`config.mk`:
```
export PLATFORM = sky130hd
export DESIGN_NAME = sd_init_sequencer
export DESIGN_NICKNAME = d
export VERILOG_FILES = /design/src/rtl/sd_init_sequencer_pkg.sv /design/src/rtl/sd_init_sequencer_counter.sv /design/src/rtl/sd_init_sequencer.sv
export SDC_FILE = /design/constraint.sdc
export NUM_CORES = 1
export LEC_CHECK = 0
export CAP_MARGIN = 20
export CORE_ASPECT_RATIO = 1.5
export CORE_MARGIN = 2
export CORE_UTILIZATION = 44
export DETAILED_ROUTE_END_ITERATION = 8
export PLACE_DENSITY = 0.81
export SETUP_SLACK_MARGIN = 0.05
export SYNTH_ARGS = -nofsm -noshare
export SYNTH_HDL_FRONTEND = slang
export SYNTH_HIERARCHICAL = 1
export SYNTH_SLANG_ARGS = --single-unit
```
`constraint.sdc`:
```
create_clock -name clock -period 5.05 [get_ports clock]
set_input_delay 0.7575 -clock clock [delete_from_list [all_inputs] [get_ports clock]]
set_output_delay 0.7575 -clock clock [all_outputs]
set_load 0.02 [all_outputs]
```
`src/rtl/sd_init_sequencer_pkg.sv`:
```
// Shared encodings for the SD identification sequencer: FSM states, command steps,
// command indices, fixed arguments and error codes.
package sd_init_sequencer_pkg;

  typedef enum logic [2:0] {
    ST_IDLE, ST_ISSUE, ST_WAIT, ST_CHECK, ST_PAUSE, ST_DONE, ST_ERROR
  } state_e;

  // Step order matches the command order, so "next command" is step + 1.
  typedef enum logic [2:0] {
    STEP_CMD0, STEP_CMD8, STEP_CMD55, STEP_ACMD41, STEP_CMD2, STEP_CMD3, STEP_CMD7
  } step_e;

  typedef enum logic [2:0] {
    ERR_NONE         = 3'd0,
    ERR_TIMEOUT      = 3'd1,
    ERR_CMD8_ECHO    = 3'd2,
    ERR_ACMD41_RETRY = 3'd3,
    ERR_ABORT        = 3'd4
  } err_e;

  localparam logic [5:0]  CMD0_IDX   = 6'd0;
  localparam logic [5:0]  CMD8_IDX   = 6'd8;
  localparam logic [5:0]  CMD55_IDX  = 6'd55;
  localparam logic [5:0]  ACMD41_IDX = 6'd41;
  localparam logic [5:0]  CMD2_IDX   = 6'd2;
  localparam logic [5:0]  CMD3_IDX   = 6'd3;
  localparam logic [5:0]  CMD7_IDX   = 6'd7;

  localparam logic [31:0] CMD8_ARG   = 32'h0000_01AA;
  localparam logic [31:0] ACMD41_ARG = 32'h40FF_8000;
  localparam logic [11:0] CMD8_ECHO  = 12'h1AA;

  function automatic logic [5:0] step_index(step_e step);
    case (step)
      STEP_CMD0:   return CMD0_IDX;
      STEP_CMD8:   return CMD8_IDX;
      STEP_CMD55:  return CMD55_IDX;
      STEP_ACMD41: return ACMD41_IDX;
      STEP_CMD2:   return CMD2_IDX;
      STEP_CMD3:   return CMD3_IDX;
      default:     return CMD7_IDX;
    endcase
  endfunction

  function automatic logic [31:0] step_arg(step_e step, logic [15:0] rca);
    case (step)
      STEP_CMD8:   return CMD8_ARG;
      STEP_ACMD41: return ACMD41_ARG;
      STEP_CMD7:   return {rca, 16'h0000};
      default:     return 32'h0000_0000;
    endcase
  endfunction

endpackage

```
`src/rtl/sd_init_sequencer_counter.sv`:
```
// Clearable up-counter used for both the ACMD41 retry count and the retry pause.
module sd_init_sequencer_counter #(
  parameter int WIDTH = 8
) (
  input  logic             clock,
  input  logic             reset,
  input  logic             clear_i,
  input  logic             inc_i,
  output logic [WIDTH-1:0] count_o
);

  logic [WIDTH-1:0] count_q;

  // NOTE: reset is sampled on the clock edge, so it belongs inside the clocked branch,
  // not in the sensitivity list.
  always_ff @(posedge clock) begin
    if (!reset)       count_q <= '0;
    else if (clear_i) count_q <= '0;
    else if (inc_i)   count_q <= count_q + WIDTH'(1);
  end

  assign count_o = count_q;

endmodule

```
`src/rtl/sd_init_sequencer.sv`:
```
// Runs CMD0, CMD8, (CMD55, ACMD41)*, CMD2, CMD3, CMD7 through cmd_controller and
// reports the card RCA/CCS and the done/error status to the host.
module sd_init_sequencer
  import sd_init_sequencer_pkg::*;
#(
  parameter int MAX_RETRIES = 1000,
  parameter int RETRY_WAIT  = 16
) (
  input  logic        clock,
  input  logic        reset,
  input  logic        start,
  input  logic        abort,
  output logic        cmd_new_command,
  output logic [5:0]  cmd_index,
  output logic [31:0] cmd_argument,
  output logic        cmd_timeout_en,
  input  logic        cmd_complete,
  input  logic        cmd_timeout,
  input  logic [31:0] cmd_response,
  output logic        busy,
  output logic        init_done,
  output logic        init_error,
  output logic [2:0]  error_code,
  output logic [5:0]  error_cmd,
  output logic [15:0] card_rca,
  output logic        card_ccs
);

  localparam logic [9:0] RETRY_LAST = 10'(MAX_RETRIES - 1);
  localparam logic [7:0] PAUSE_LAST = 8'(RETRY_WAIT - 1);

  state_e      state_q;
  step_e       step_q;
  err_e        code_q;
  logic        new_cmd_q, to_en_q, busy_q, done_q, error_q, ccs_q;
  logic [5:0]  index_q, error_cmd_q;
  logic [31:0] arg_q;
  logic [15:0] rca_q;
  logic [15:0] resp_hi_q;
  logic [11:0] resp_echo_q;

  logic [9:0]  retry_cnt;
  logic [7:0]  pause_cnt;
  logic        busy_state, start_ok, acmd41_busy, retry_inc;
  err_e        fail_code;
  step_e       issue_step;
  logic [15:0] issue_rca;

  // Response bits 15:12 carry nothing this sequencer inspects.
  logic unused_resp;
  assign unused_resp = ^cmd_response[15:12];

  assign busy_state  = state_q inside {ST_ISSUE, ST_WAIT, ST_CHECK, ST_PAUSE};
  assign start_ok    = start && (state_q inside {ST_IDLE, ST_DONE, ST_ERROR});
  assign acmd41_busy = (step_q == STEP_ACMD41) && !resp_hi_q[15];
  assign retry_inc   = (state_q == ST_CHECK) && acmd41_busy && (fail_code == ERR_NONE);

  // CHECK issues the following command itself, keeping complete -> new_command at two cycles;
  // CMD7 must pick up the RCA being latched on that same edge.
  assign issue_step = (state_q == ST_CHECK) ? step_e'(step_q + 3'd1) : step_q;
  assign issue_rca  = (state_q == ST_CHECK && step_q == STEP_CMD3) ? resp_hi_q : rca_q;

  // NOTE: every variable written here gets a default first, so no latch is inferred.
  always_comb begin
    fail_code = ERR_NONE;
    if (busy_state && abort)
      fail_code = ERR_ABORT;
    else if (state_q == ST_WAIT && cmd_timeout)
      fail_code = ERR_TIMEOUT;
    else if (state_q == ST_CHECK && step_q == STEP_CMD8 && resp_echo_q != CMD8_ECHO)
      fail_code = ERR_CMD8_ECHO;
    else if (state_q == ST_CHECK && acmd41_busy && retry_cnt == RETRY_LAST)
      fail_code = ERR_ACMD41_RETRY;
  end

  sd_init_sequencer_counter #(.WIDTH(10)) u_retry_cnt (
    .clock   (clock),
    .reset   (reset),
    .clear_i (start_ok),
    .inc_i   (retry_inc),
    .count_o (retry_cnt)
  );

  sd_init_sequencer_counter #(.WIDTH(8)) u_pause_cnt (
    .clock   (clock),
    .reset   (reset),
    .clear_i (state_q != ST_PAUSE),
    .inc_i   (state_q == ST_PAUSE),
    .count_o (pause_cnt)
  );

  // NOTE: all state here uses non-blocking assignments so every register sees pre-edge values.
  always_ff @(posedge clock) begin
    if (!reset) begin
      state_q     <= ST_IDLE;
      step_q      <= STEP_CMD0;
      code_q      <= ERR_NONE;
      new_cmd_q   <= 1'b0;
      to_en_q     <= 1'b0;
      busy_q      <= 1'b0;
      done_q      <= 1'b0;
      error_q     <= 1'b0;
      ccs_q       <= 1'b0;
      index_q     <= '0;
      error_cmd_q <= '0;
      arg_q       <= '0;
      rca_q       <= '0;
      resp_hi_q   <= '0;
      resp_echo_q <= '0;
    end else begin
      // NOTE: the command strobe defaults low each cycle, making it a single-cycle pulse.
      new_cmd_q <= 1'b0;
      if (fail_code != ERR_NONE) begin
        state_q     <= ST_ERROR;
        busy_q      <= 1'b0;
        error_q     <= 1'b1;
        code_q      <= fail_code;
        error_cmd_q <= index_q;
      end else begin
        case (state_q)
          ST_IDLE, ST_DONE, ST_ERROR: if (start) begin
            done_q      <= 1'b0;
            error_q     <= 1'b0;
            code_q      <= ERR_NONE;
            error_cmd_q <= '0;
            rca_q       <= '0;
            ccs_q       <= 1'b0;
            busy_q      <= 1'b1;
            step_q      <= STEP_CMD0;
            state_q     <= ST_ISSUE;
          end
          ST_WAIT: if (cmd_complete) begin
            resp_hi_q   <= cmd_response[31:16];
            resp_echo_q <= cmd_response[11:0];
            state_q     <= ST_CHECK;
          end
          ST_PAUSE: if (pause_cnt == PAUSE_LAST) begin
            step_q  <= STEP_CMD55;
            state_q <= ST_ISSUE;
          end
          ST_CHECK: begin
            if (acmd41_busy) begin
              state_q <= ST_PAUSE;
            end else if (step_q == STEP_CMD7) begin
              busy_q  <= 1'b0;
              done_q  <= 1'b1;
              state_q <= ST_DONE;
            end else begin
              if (step_q == STEP_ACMD41) ccs_q <= resp_hi_q[14];
              if (step_q == STEP_CMD3)   rca_q <= resp_hi_q;
              index_q   <= step_index(issue_step);
              arg_q     <= step_arg(issue_step, issue_rca);
              to_en_q   <= (issue_step != STEP_CMD0);
              new_cmd_q <= 1'b1;
              step_q    <= issue_step;
              state_q   <= ST_WAIT;
            end
          end
          ST_ISSUE: begin
            index_q   <= step_index(issue_step);
            arg_q     <= step_arg(issue_step, issue_rca);
            to_en_q   <= (issue_step != STEP_CMD0);
            new_cmd_q <= 1'b1;
            state_q   <= ST_WAIT;
          end
          default: state_q <= ST_IDLE;
        endcase
      end
    end
  end

  assign cmd_new_command = new_cmd_q;
  assign cmd_index       = index_q;
  assign cmd_argument    = arg_q;
  assign cmd_timeout_en  = to_en_q;
  assign busy            = busy_q;
  assign init_done       = done_q;
  assign init_error      = error_q;
  assign error_code      = code_q;
  assign error_cmd       = error_cmd_q;
  assign card_rca        = rca_q;
  assign card_ccs        = ccs_q;

endmodule

```
== After elaboration in Yosys (flattened, before gate mapping) ==
Index checks and enable logic that the tools add are counted.
Cells by class
  equality and inequality tests: 31
  div/mod/pow operators: 0
  bitwise operators: 2
  shifts and indexed selects: 0
  add/subtract/negate cells: 3
  multiply operators: 0
  reductions and logical operators: 37
  magnitude comparators: 0
  mux-type cells: 56
Operators with widths (number)
  case mux 32 bit (3 select lines): 1
  two-way mux 16 bit: 5
  two-way mux 32 bit: 2
  case mux 32 bit (2 select lines): 1
  two-way mux 3 bit: 14
  case mux 6 bit (6 select lines): 1
  case mux 16 bit (2 select lines): 1
  two-way mux 6 bit: 5
  equality test 3 bit (second input constant): 8
  AND reduction 6 bit: 3
  equality test 3 x 2 -> 1 bit (second input constant): 5
  two-way mux 1 bit: 15
  case mux 3 bit (5 select lines): 1
  inequality test 12 x 9 -> 1 bit (second input constant): 1
  inequality test 2 bit (second input constant): 6
  case mux 6 bit (2 select lines): 1
  nonzero test 3 bit: 4
  adder 10 x 1 -> 10 bit (second input constant): 1
  equality test 10 bit (second input constant): 1
  logical AND 1 bit: 10
  case mux 1 bit (2 select lines): 5
  equality test 3 x 1 -> 1 bit (second input constant): 3
  zero test 3 bit: 3
  inequality test 3 bit (second input constant): 3
  other kinds (17): 29
Word-level totals
  input port bits: 38
  register bits after elaboration: 121
  latch bits: 0
  bits in writable memories: 0
  memories: 0
  word-level logic and storage cells: 147
  bits in read-only memories: 0

== Logic depth before layout (Yosys ltp) ==
Gate-level depths: netlist of the first run.
  depth after elaboration: 11
  depth in mapped cells: 12
  mapped depth without buffers: 10

== Cells and area by module ==
The synthesis of the first run kept the hierarchy.
Modules (own cells, without submodules)
  sd_init_sequencer: sequential area each 1781.7 um^2, area each 4428.0 um^2, cells an instance 510, times used 1
  sd_init_sequencer_counter (u_retry_cnt): sequential area each 200.2 um^2, area each 462.9 um^2, cells an instance 50, times used 1
  sd_init_sequencer_counter (u_pause_cnt): sequential area each 160.2 um^2, area each 339.1 um^2, cells an instance 38, times used 1

== Worst setup path after synthesis of the first run ==
OpenSTA, ideal clock, no wires.
  path type: input -> register
  start: input port abort
  end: register u_retry_cnt.count_q[7] (netlist: u_retry_cnt/count_o[7])
  required time: 4.980 ns
  path buffers: 2
  path slack: 2.173 ns
  arrival time: 2.807 ns
  library setup time: 0.070 ns
  cell stages on the path: 10
  cells stage by stage: nor2b_1 a221oi_4 o21a_1 buf_2 nand2_1 nor3_1 buf_2 nand4_4 or4_1 a21oi_1
Between the ends
  cells in the longest elaborated chain, start to end: 4
RTL lines
  from (decl): line sd_init_sequencer.sv:12  | input logic abort,
  logical AND 1 bit: line sd_init_sequencer.sv:66  | if (busy_state && abort)
  two-way mux 3 bit: line sd_init_sequencer.sv:66
  zero test 3 bit: line sd_init_sequencer.sv:56  | assign retry_inc = (state_q == ST_CHECK) && acmd41_busy && (fail_code == ERR_NONE);
  logical AND 1 bit: line sd_init_sequencer.sv:56
  named net retry_inc: line sd_init_sequencer.sv:44  | logic busy_state, start_ok, acmd41_busy, retry_inc;
  to (signal assigned): line sd_init_sequencer_counter.sv:19  | else if (inc_i) count_q <= count_q + WIDTH'(1);
  to (decl): line sd_init_sequencer_counter.sv:12  | logic [WIDTH-1:0] count_q;
The timed path passes the listed nets, and every way through them passes these cells.
A chain may end at the register's enable or synchronous reset.

== Final worst setup path of the first run ==
  start: register state_q[1]
  end: register rca_q[1] (netlist: card_rca[1])
Between the ends
  cells in the longest elaborated chain, start to end: 10
  elaborated cells on any way between the ends: 28
  classes of those cells: eq/ne (10); mux (5); bitwise (1); reduce/logical (12)
RTL lines
  from (decl): line sd_init_sequencer.sv:32  | state_e state_q;
  from (signal assigned): line sd_init_sequencer.sv:95  | state_q <= ST_IDLE;
  from (signal assigned): line sd_init_sequencer.sv:114  | state_q <= ST_ERROR;
  from (signal assigned): line sd_init_sequencer.sv:130  | state_q <= ST_ISSUE;
  equality test 3 x 2 -> 1 bit
  logical AND 1 bit (2 in a row): line sd_init_sequencer.sv:72  | else if (state_q == ST_CHECK && acmd41_busy && retry_cnt == RETRY_LAST)
  two-way mux 2 bit: line sd_init_sequencer.sv:72
  two-way mux 2 bit: line sd_init_sequencer.sv:70  | else if (state_q == ST_CHECK && step_q == STEP_CMD8 && resp_echo_q != CMD8_ECHO)
  two-way mux 2 bit: line sd_init_sequencer.sv:68  | else if (state_q == ST_WAIT && cmd_timeout)
  two-way mux 3 bit: line sd_init_sequencer.sv:66
  nonzero test 3 bit: line sd_init_sequencer.sv:113  | if (fail_code != ERR_NONE) begin
  NOT 1 bit (no line)
  AND reduction 6 bit (no line)
  to (signal assigned): line sd_init_sequencer.sv:150  | if (step_q == STEP_CMD3) rca_q <= resp_hi_q;
  to (decl): line sd_init_sequencer.sv:38  | logic [15:0] rca_q;
Parallel ways exist; a longest one is shown, timed or not.

==> metrics.cfg, run 1 <==
[timing]
hold_viol_final = 0
rsz0062_at_grt = no
fin_hold_ws_ns = 0.458
min_period_ns = 3.74
worst_pin_slew_ns = 1.09
timing.slew.headroom = 0.272
final.period_utilization = 0.742
finClkSkew_ns = 0.00935
clock.fmax_mhz = 267
finalSetupViolCount = 0
slew_viol_final = 0
setup_tns_ns = 0

[detailed_routing]
antenna_left = 0
wl_um = 12500
wl_per_cell_um = 15.4
drtIter0Drc = 342
viasPerCell = 5.48
vias = 4458
drc_errors = 0
dr.pass1.iters = 7

[logic_synthesis]
seq_area_frac_synth = 0.410
synthXorXnorAreaFrac = 0.0184
synth_seq_cells = 107
ys_types = 59
synth_top_area_frac = 0.410
synth_compound_area_frac = 0.127
synth_top_family_by_area = simple AND/OR/NAND/NOR gates
yosys_warnings = 6
yosysTopAreaCell = dfxtp_1
synth_edf_count = 0
syn_area_per_cell_um2 = 8.75
synth-simple-area-share = 0.233
synthFlopType = dfxtp_1
synthAdderAreaFrac = 0.0144
synthMuxAreaShare = 0.122
syn-cell-area_mm2 = 0.00523
synthCells = 598
yosys-top-cells-area = dfxtp_1, mux2i_1, nand2_1
async_flop_share = 0

[worst_setup_path]
worst-path-max-fanout = 28
cpMaxStageDelayCell = a211oi_4
crit_type = reg2reg
rrSetupSlack_ns = 1.31
slowest_delay_ns = 1.06
required_ns = 5.33
cp.arrival_ns = 4.03
path_cells = and3b_1, nand2_1, a211oi_4, mux2i_1
cp-end-kind = flip-flop
start_kind = flip-flop

[placement]
gp_congestion = 0.864
placed_cell_area_mm2 = 0.00606
dp_hpwl_um = 8670
io_buffers = 92

[outcome]
status = finished, final reports clean

[floorplanning]
die-area_mm2 = 0.0128
core_area_mm2 = 0.0115
rows = 48
die_w_um = 93.0
boundaryPins = 107
start_util = 0.454
die_y_um = 138

[global_routing]
grt_max_degree = 124
overflow = 0
grt_pass1_vias = 4166
antenna_found_initial = 0
track_usage = 0.196
grt_pass1_wl_um = 20000

[final_layout]
areaGrowthSynthToFinish_pct = 22.9
design_area_mm2 = 0.00643
fin_nets = 703
seqCellArea_mm2 = 0.00214
multi_input_area_mm2 = 0.00273
drive_above_1_share = 0.0617
diodes = 0
nFillCells = 1030

[pwr]
power_frac_clock = 0.287
power.switching_w = 0.000981
powerDensity_mw_per_mm2 = 437
ir_drop_v = 0.000293
p_leak_nw = 2.40
power_w = 0.00281
combPwrFrac = 0.342
netSwitchingFraction = 0.349
p_int_w = 0.00183
seqPwrFrac = 0.371

[hold_path]
hold_class = reg2reg

[clock_tree]
clk-insertion-delay-late_ns = 0.35
cts.sinks = 107
cts_setup_buffers = 0
htreeDepth = 3
clk_pin_slew_ns = 0.07
ctsHoldBuffers = 0
cts_inserted_buffers = 9
cts_root_buf = clkbuf_16
clockBufferDepth = 2
post_cts_resize_count = 0
cts_tree = done

[flow_run]
drv_cap = 0

[cell usage after synthesis (2+ instances only)]
cell type and count:
dfxtp_1 107, nand4b_1 2, nor2_1 15, xnor2_1 4, or3_1 6, a21oi_1 40, o21a_1 2, a31oi_1 2
nand2b_1 7, nor4b_1 2, inv_1 10, nor3_1 10, o221a_2 9, a21o_1 2, clkbuf_1 23, nor2b_1 3
and2_1 5, mux2i_1 64, a211oi_1 3, nand3_1 30, o31ai_1 3, o21ai_0 23, nor4bb_1 5, nor4_1 2
nand2_1 117, nor3b_1 3, nand4_1 13, buf_6 6, xor2_1 7, buf_2 8, ha_1 6, and3_1 3
or4_1 12, buf_4 19
[power groups by stage]
stage / clock, W / sequential, W / combinational (W)
2_1_floorplan: 0 / 0.00106 / 0.000727
3_3_place_gp: 0 / 0.00105 / 0.000925
3_5_place_dp: 0 / 0.00106 / 0.000950
4_1_cts: 0.000819 / 0.00104 / 0.000959
5_1_grt: 0.000857 / 0.00105 / 0.00104
6_report: 0.000807 / 0.00104 / 0.000961
[worst max-delay path, delay by kind of cell (launching register included)]
kind	cells	cell delay, ns
and+or+nand+nor	2	1.58
AOI/OAI and AO/OA	1	1.06
DFF	1	0.73
muxes	1	0.28
[flip-flops by register name, indices dropped and copies added (netlist names)]
name / count
cmd_index: 6
init_error: 1
error_cmd: 6
step_q: 3
init_done: 1
error_code: 3
resp_echo_q: 12
cmd_new_command: 1
cmd_argument: 18
card_ccs: 1
resp_hi_q: 16
state_q: 3
cmd_timeout_en: 1
busy: 1
u_pause_cnt/count_o: 8
card_rca: 16
u_retry_cnt/count_o: 10
[kinds of logic after synthesis]
group,count (synthesis)
XOR/XNOR,11
AND/OR/NAND/NOR,243
flip-flops,107
multiplexers,64
AO/OA/AOI/OAI,99
other,1
adder cells (fa/ha/maj),6
buffers and inverters,67
[layer usage]
metal,global-route usage,up-vias,share of wire
met5,0,-,0
met4,0.0980,0,0.022
met3,0.0235,19,0.037
met2,0.362,130,0.55
met1,0.219,2097,0.39
li1,-,2212,-
[final timing paths]
check,start,endpoint,depth (start not counted)
worst max register to register,state_q[1]$_SDFFE_PN0P_,card_rca[1]$_SDFFE_PN0P_,4
worst min register to register,resp_echo_q[8]$_SDFFE_PN0P_,resp_echo_q[8]$_SDFFE_PN0P_,2
worst max-delay path,state_q[1]$_SDFFE_PN0P_,card_rca[1]$_SDFFE_PN0P_,4
worst min-delay path,resp_echo_q[8]$_SDFFE_PN0P_,resp_echo_q[8]$_SDFFE_PN0P_,2
[layout by cell type (no fill, tap or decap), types with 7 or more instances in the layout]
cell type and instances:
dfxtp_1 107, inv_1 10, clkbuf_16 9, a21oi_1 40, mux2i_1 64, nand2b_1 7
nor2_1 15, nand3_1 30, clkdlybuf4s50_1 91, o221a_2 9, nand4_1 13, or4_1 12
nand2_1 117, conb_1 10, nor3_1 10, xor2_1 7, o21ai_0 23
[layout make-up]
class / instances / share of cell area
multi-input combinational: 433 / 0.425
sequential: 107 / 0.333
timing repair buffer: 98 / 0.153
clock buffer: 9 / 0.0350
tap: 150 / 0.0292
clock inverter: 7 / 0.0189
inverter: 10 / 0.00584
[through the flow]
| step | cells | utilization | setup slack, ns |
|---|---|---|---|
| 6_report | 814 | 0.558 | 1.31 |
| 5_1_grt | 814 | 0.558 | 0.961 |
| 4_1_cts | 813 | 0.555 | 1.29 |
| 3_5_place_dp | 797 | 0.525 | 1.21 |
| 3_3_place_gp | 796 | 0.525 | 1.28 |
| 2_1_floorplan | 607 | - | 2.17 |
Power figures use the tool's default switching activity.
==> run 2: changes to the inputs <==
Settings changed: PLACE_DENSITY 0.81 to 0.84.
Clock period 5.05 ns to 3.2 ns, I/O delays scaled along.
==> run 2 against run 1 <==
Non-clock buffer count increased by 11. Sequential power is 56% higher. Largest power group unchanged. Largest cell class unchanged. Critical endpoint is now u_retry_cnt/count_o[7]$_SDFFE_PP0P_. Final area barely moved. Core utilization rose by 0.054 points. Final cell count is 1.4% higher.
==> metrics.cfg, run 2 (same netlist as run 1, synthesis figures left out) <==
[placement]
gp_congestion = 0.886
dp_hpwl_um = 9050
io_buffers = 92
placed_cell_area_mm2 = 0.00616

[flow_run]
drv_cap = 0

[worst_setup_path]
path_cells = and4bb_1, a221oi_4, o21a_1, nand2_1, nor3_1, buf_4, nand4_4, or4_1, a21oi_1
slowest_delay_ns = 0.71
crit_type = reg2reg
cpMaxStageDelayCell = dfxtp_1
r2r_cells = 9
worst-path-max-fanout = 19
cp.arrival_ns = 3.19
r2r-start = state_q[0]$_SDFFE_PP0P_
path_buf_inv = 1
cp-end-kind = flip-flop
start_kind = flip-flop
required_ns = 3.48
rrSetupSlack_ns = 0.29
r2r_end = u_retry_cnt/count_o[7]$_SDFFE_PP0P_
path_delay_family = simple AND/OR/NAND/NOR gates

[clock_tree]
clockBufferDepth = 2
post_cts_resize_count = 0
clk-insertion-delay-late_ns = 0.35
cts_root_buf = clkbuf_16
ctsHoldBuffers = 0
cts_inserted_buffers = 9
cts_tree = done
clk_pin_slew_ns = 0.07
htreeDepth = 3
cts.sinks = 107
cts_setup_buffers = 0

[final_layout]
layout_commonest_cell = nand2_1
layout_common_cells = nand2_1, dfxtp_1, clkdlybuf4s50_1, mux2i_1, a21oi_1
areaGrowthSynthToFinish_pct = 23.1
diodes = 0
nFillCells = 1022
drive_above_1_share = 0.0741
largest_reg_flops = 18
post-route-util = 0.558
fin_nets = 714
design_area_mm2 = 0.00644

[outcome]
status = finished, final reports clean

[timing]
timing.slew.headroom = 0.485
final.period_utilization = 0.910
setup_tns_ns = 0
fin_hold_ws_ns = 0.455
worst_pin_slew_ns = 0.773
rsz0062_at_grt = no
min_period_ns = 2.91
hold_viol_final = 0
clock.fmax_mhz = 343
slew_viol_final = 0
finalSetupViolCount = 0
finClkSkew_ns = 0.00826

[floorplanning]
start_util = 0.454
core_area_mm2 = 0.0115
die_y_um = 138
die_w_um = 93.0
die-area_mm2 = 0.0128
rows = 48
boundaryPins = 107

[detailed_routing]
wl_um = 12600
viasPerCell = 5.49
drtIter0Drc = 396
dr.pass1.iters = 5
drc_errors = 0
wl_per_cell_um = 15.2
vias = 4529
antenna_left = 0

[pwr]
p_leak_nw = 2.42
ir_drop_v = 0.000470
powerDensity_mw_per_mm2 = 664
power_w = 0.00427

[global_routing]
antenna_found_initial = 0
grt_pass1_vias = 4399
overflow = 0
grt_pass1_wl_um = 20200
grt_max_degree = 66
track_usage = 0.198

[hold_path]
min_path_cells = 3
whs_endpoint = error_cmd[5]$_SDFFE_PN0P_
hold_class = in2reg
hp-start = reset

[run 2: area by class of cell]
type,count,area (µm²),area share
multi-input combinational,433,2730,0.425
sequential,107,2140,0.333
timing repair buffer,109,1060,0.164
clock buffer,11,233,0.0362
tap,150,188,0.0292
clock inverter,5,45.0,0.00700
inverter,10,37.5,0.00583
[run 2: how the worst max path moves through the flow]
| stage | startpoint | to | depth (start not counted) |
|---|---|---|---|
| floorplan | abort | u_retry_cnt/count_o[7]$_SDFFE_PP0P_ | 10 |
| global placement | abort | u_retry_cnt/count_o[7]$_SDFFE_PP0P_ | 10 |
| detailed placement | abort | u_retry_cnt/count_o[7]$_SDFFE_PP0P_ | 10 |
| CTS | state_q[0]$_SDFFE_PP0P_ | u_retry_cnt/count_o[7]$_SDFFE_PP0P_ | 9 |
| global route | state_q[0]$_SDFFE_PP0P_ | u_retry_cnt/count_o[7]$_SDFFE_PP0P_ | 9 |
| finish | state_q[0]$_SDFFE_PP0P_ | u_retry_cnt/count_o[7]$_SDFFE_PP0P_ | 9 |
[run 2: through the flow]
stage	instances	setup slack [ns]
finish	825	0.287
floorplan	607	0.601
CTS	825	0.335
global route	825	0.0970
global placement	809	0.179
detailed placement	809	0.0771
[run 2: tightest hold or removal path: stages]
cell and delay (ns):
buf_4 0.13, nand2_1 0.07, mux2i_1 0.06
[run 2: where the power goes]
| group | switching, W | leakage, nW | internal, W |
|---|---|---|---|
| Combinational | 0.000906 | 1.42 | 0.000699 |
| Clock | 0.000506 | 0.133 | 0.000541 |
| Sequential | 0.000150 | 0.866 | 0.00147 |
[run 2: layer usage]
metal,global-route usage,vias to the layer above,part of all wire
li1,-,2229,-
met1,0.217,2110,0.39
met2,0.362,160,0.53
met3,0.0290,30,0.049
met4,0.110,0,0.031
met5,0,-,0
==> run 3: changes to the inputs <==
Settings changed: CTS_BUF_LIST set to sky130_fd_sc_hd__clkbuf_8, MAX_ROUTING_LAYER set to met4, REMOVE_ABC_BUFFERS set to 1.
==> run 3 against run 2 <==
Register-to-register slack improved by 0.10 ns. Combinational power is essentially flat. Total power decreased by 5.3%. Final cell count is 0.48% lower. Via count fell by 0.31%. Critical endpoint unchanged. Count of clock-buffer cells in the layout down 1.
==> metrics.cfg, run 3 (same netlist as run 1, synthesis figures left out) <==
[final_layout]
design_area_mm2 = 0.00633
areaGrowthSynthToFinish_pct = 21.0
diodes = 0
layout_common_cells = nand2_1, dfxtp_1, clkdlybuf4s50_1, mux2i_1, a21oi_1
drive_above_1_share = 0.0715
largest_reg_flops = 18
nFillCells = 1028
multi_input_area_mm2 = 0.00273
layout_commonest_cell = nand2_1
fin_nets = 710
layoutNonFillerInstCount = 821
seqCellArea_mm2 = 0.00214

[clock_tree]
cts.sinks = 107
cts_tree = done
clk-insertion-delay-late_ns = 0.37
cts_root_buf = clkbuf_8
post_cts_resize_count = 0
ctsHoldBuffers = 0
htreeDepth = 3
cts_inserted_buffers = 9
clockBufferDepth = 2
clk_pin_slew_ns = 0.10
cts_setup_buffers = 0

[hold_path]
hold_class = reg2reg

[global_routing]
grt_pass1_wl_um = 20700
antenna_found_initial = 0
grt_max_degree = 90
overflow = 0
track_usage = 0.206
grt_pass1_vias = 4461

[floorplanning]
die_w_um = 93.0
die-area_mm2 = 0.0128
die_y_um = 138
start_util = 0.454
rows = 48
boundaryPins = 107
core_area_mm2 = 0.0115

[worst_setup_path]
worst-path-max-fanout = 19
rrSetupSlack_ns = 0.39
path_buf_inv = 1
slowest_delay_ns = 0.70
cp.arrival_ns = 3.11
cp-end-kind = flip-flop
cpMaxStageDelayCell = dfxtp_1
crit_type = reg2reg
path_cells = and4bb_1, a221oi_4, o21a_1, nand2_1, nor3_1, buf_4, nand4_4, or4_1, a21oi_1
required_ns = 3.50
path_delay_family = simple AND/OR/NAND/NOR gates
start_kind = flip-flop

[detailed_routing]
wl_um = 12600
antenna_left = 0
vias = 4515
dr.pass1.iters = 5
drc_errors = 0
viasPerCell = 5.50
drtIter0Drc = 309
wl_per_cell_um = 15.4

[timing]
timing.slew.headroom = 0.445
rsz0062_at_grt = no
slew_viol_final = 0
setup_ws_ns = 0.390
hold_viol_final = 0
min_period_ns = 2.81
fin_hold_ws_ns = 0.462
clock.fmax_mhz = 356
worst_pin_slew_ns = 0.832
final.period_utilization = 0.878
finalSetupViolCount = 0
finClkSkew_ns = 0.00871

[pwr]
powerDensity_mw_per_mm2 = 639
p_leak_nw = 2.37
power_w = 0.00405
ir_drop_v = 0.000388

[flow_run]
drv_cap = 0

[placement]
io_buffers = 92
dp_slack_ns = 0.168
dp_hpwl_um = 8980
gp_congestion = 0.825
placedCellCount = 805
placed_cell_area_mm2 = 0.00613

[outcome]
status = finished, final reports clean

[run 3: cell count changes in the layout (fill, tap and decap cells not counted), moves of 2 or more]
cell,delta
buf_4,-4
clkinv_2,+3
clkbuf_16,-9
clkbuf_1,-2
inv_6,-2
clkbuf_8,+10
[run 3: metal layers]
| metal | track usage | vias up | wire length [µm] | part of all wire |
|---|---|---|---|---|
| li1 | - | 2216 | - | - |
| met1 | 0.233 | 2152 | 5260 | 0.42 |
| met2 | 0.362 | 129 | 6630 | 0.52 |
| met3 | 0.0377 | 18 | 558 | 0.044 |
| met4 | 0.0735 | 0 | 194 | 0.015 |
| met5 | - | - | 0 | 0 |
[run 3: worst paths after layout]
path,from,endpoint,depth (start not counted)
max,state_q[0]$_SDFFE_PP0P_,u_retry_cnt/count_o[7]$_SDFFE_PP0P_,9
min,init_error$_SDFFE_PN0P_,init_error$_SDFFE_PN0P_,2
max reg2reg,state_q[0]$_SDFFE_PP0P_,u_retry_cnt/count_o[7]$_SDFFE_PP0P_,9
min reg2reg,init_error$_SDFFE_PN0P_,init_error$_SDFFE_PN0P_,2
[run 3: cell type report]
type,instances,area share
Clock buffer,10,0.0217
Sequential cell,107,0.338
Tap cell,150,0.0297
Clock inverter,6,0.0101
Inverter,10,0.00593
Timing Repair Buffer,105,0.162
Multi-Input combinational cell,433,0.432
[run 3: worst reg2reg max path, cell delays in order, from the launching register on]
cell	delay (ns)
dfxtp_1	0.70
and4bb_1	0.32
a221oi_4	0.23
o21a_1	0.18
nand2_1	0.11
nor3_1	0.17
buf_4	0.19
nand4_4	0.14
or4_1	0.54
a21oi_1	0.16
[run 3: power by group]
group	internal [W]	switching, W	leakage, nW
logic	0.000679	0.000916	1.40
registers	0.00147	0.000138	0.866
clock network	0.000385	0.000456	0.104
total	0.00254	0.00151	2.37
[run 3: stage by stage]
stage,setup TNS (ns),util
final,0,0.549
after global routing,0,0.549
after CTS,0,0.549
after detailed placement,0,0.531
after global placement,0,0.531
after floorplan,-2.11,-
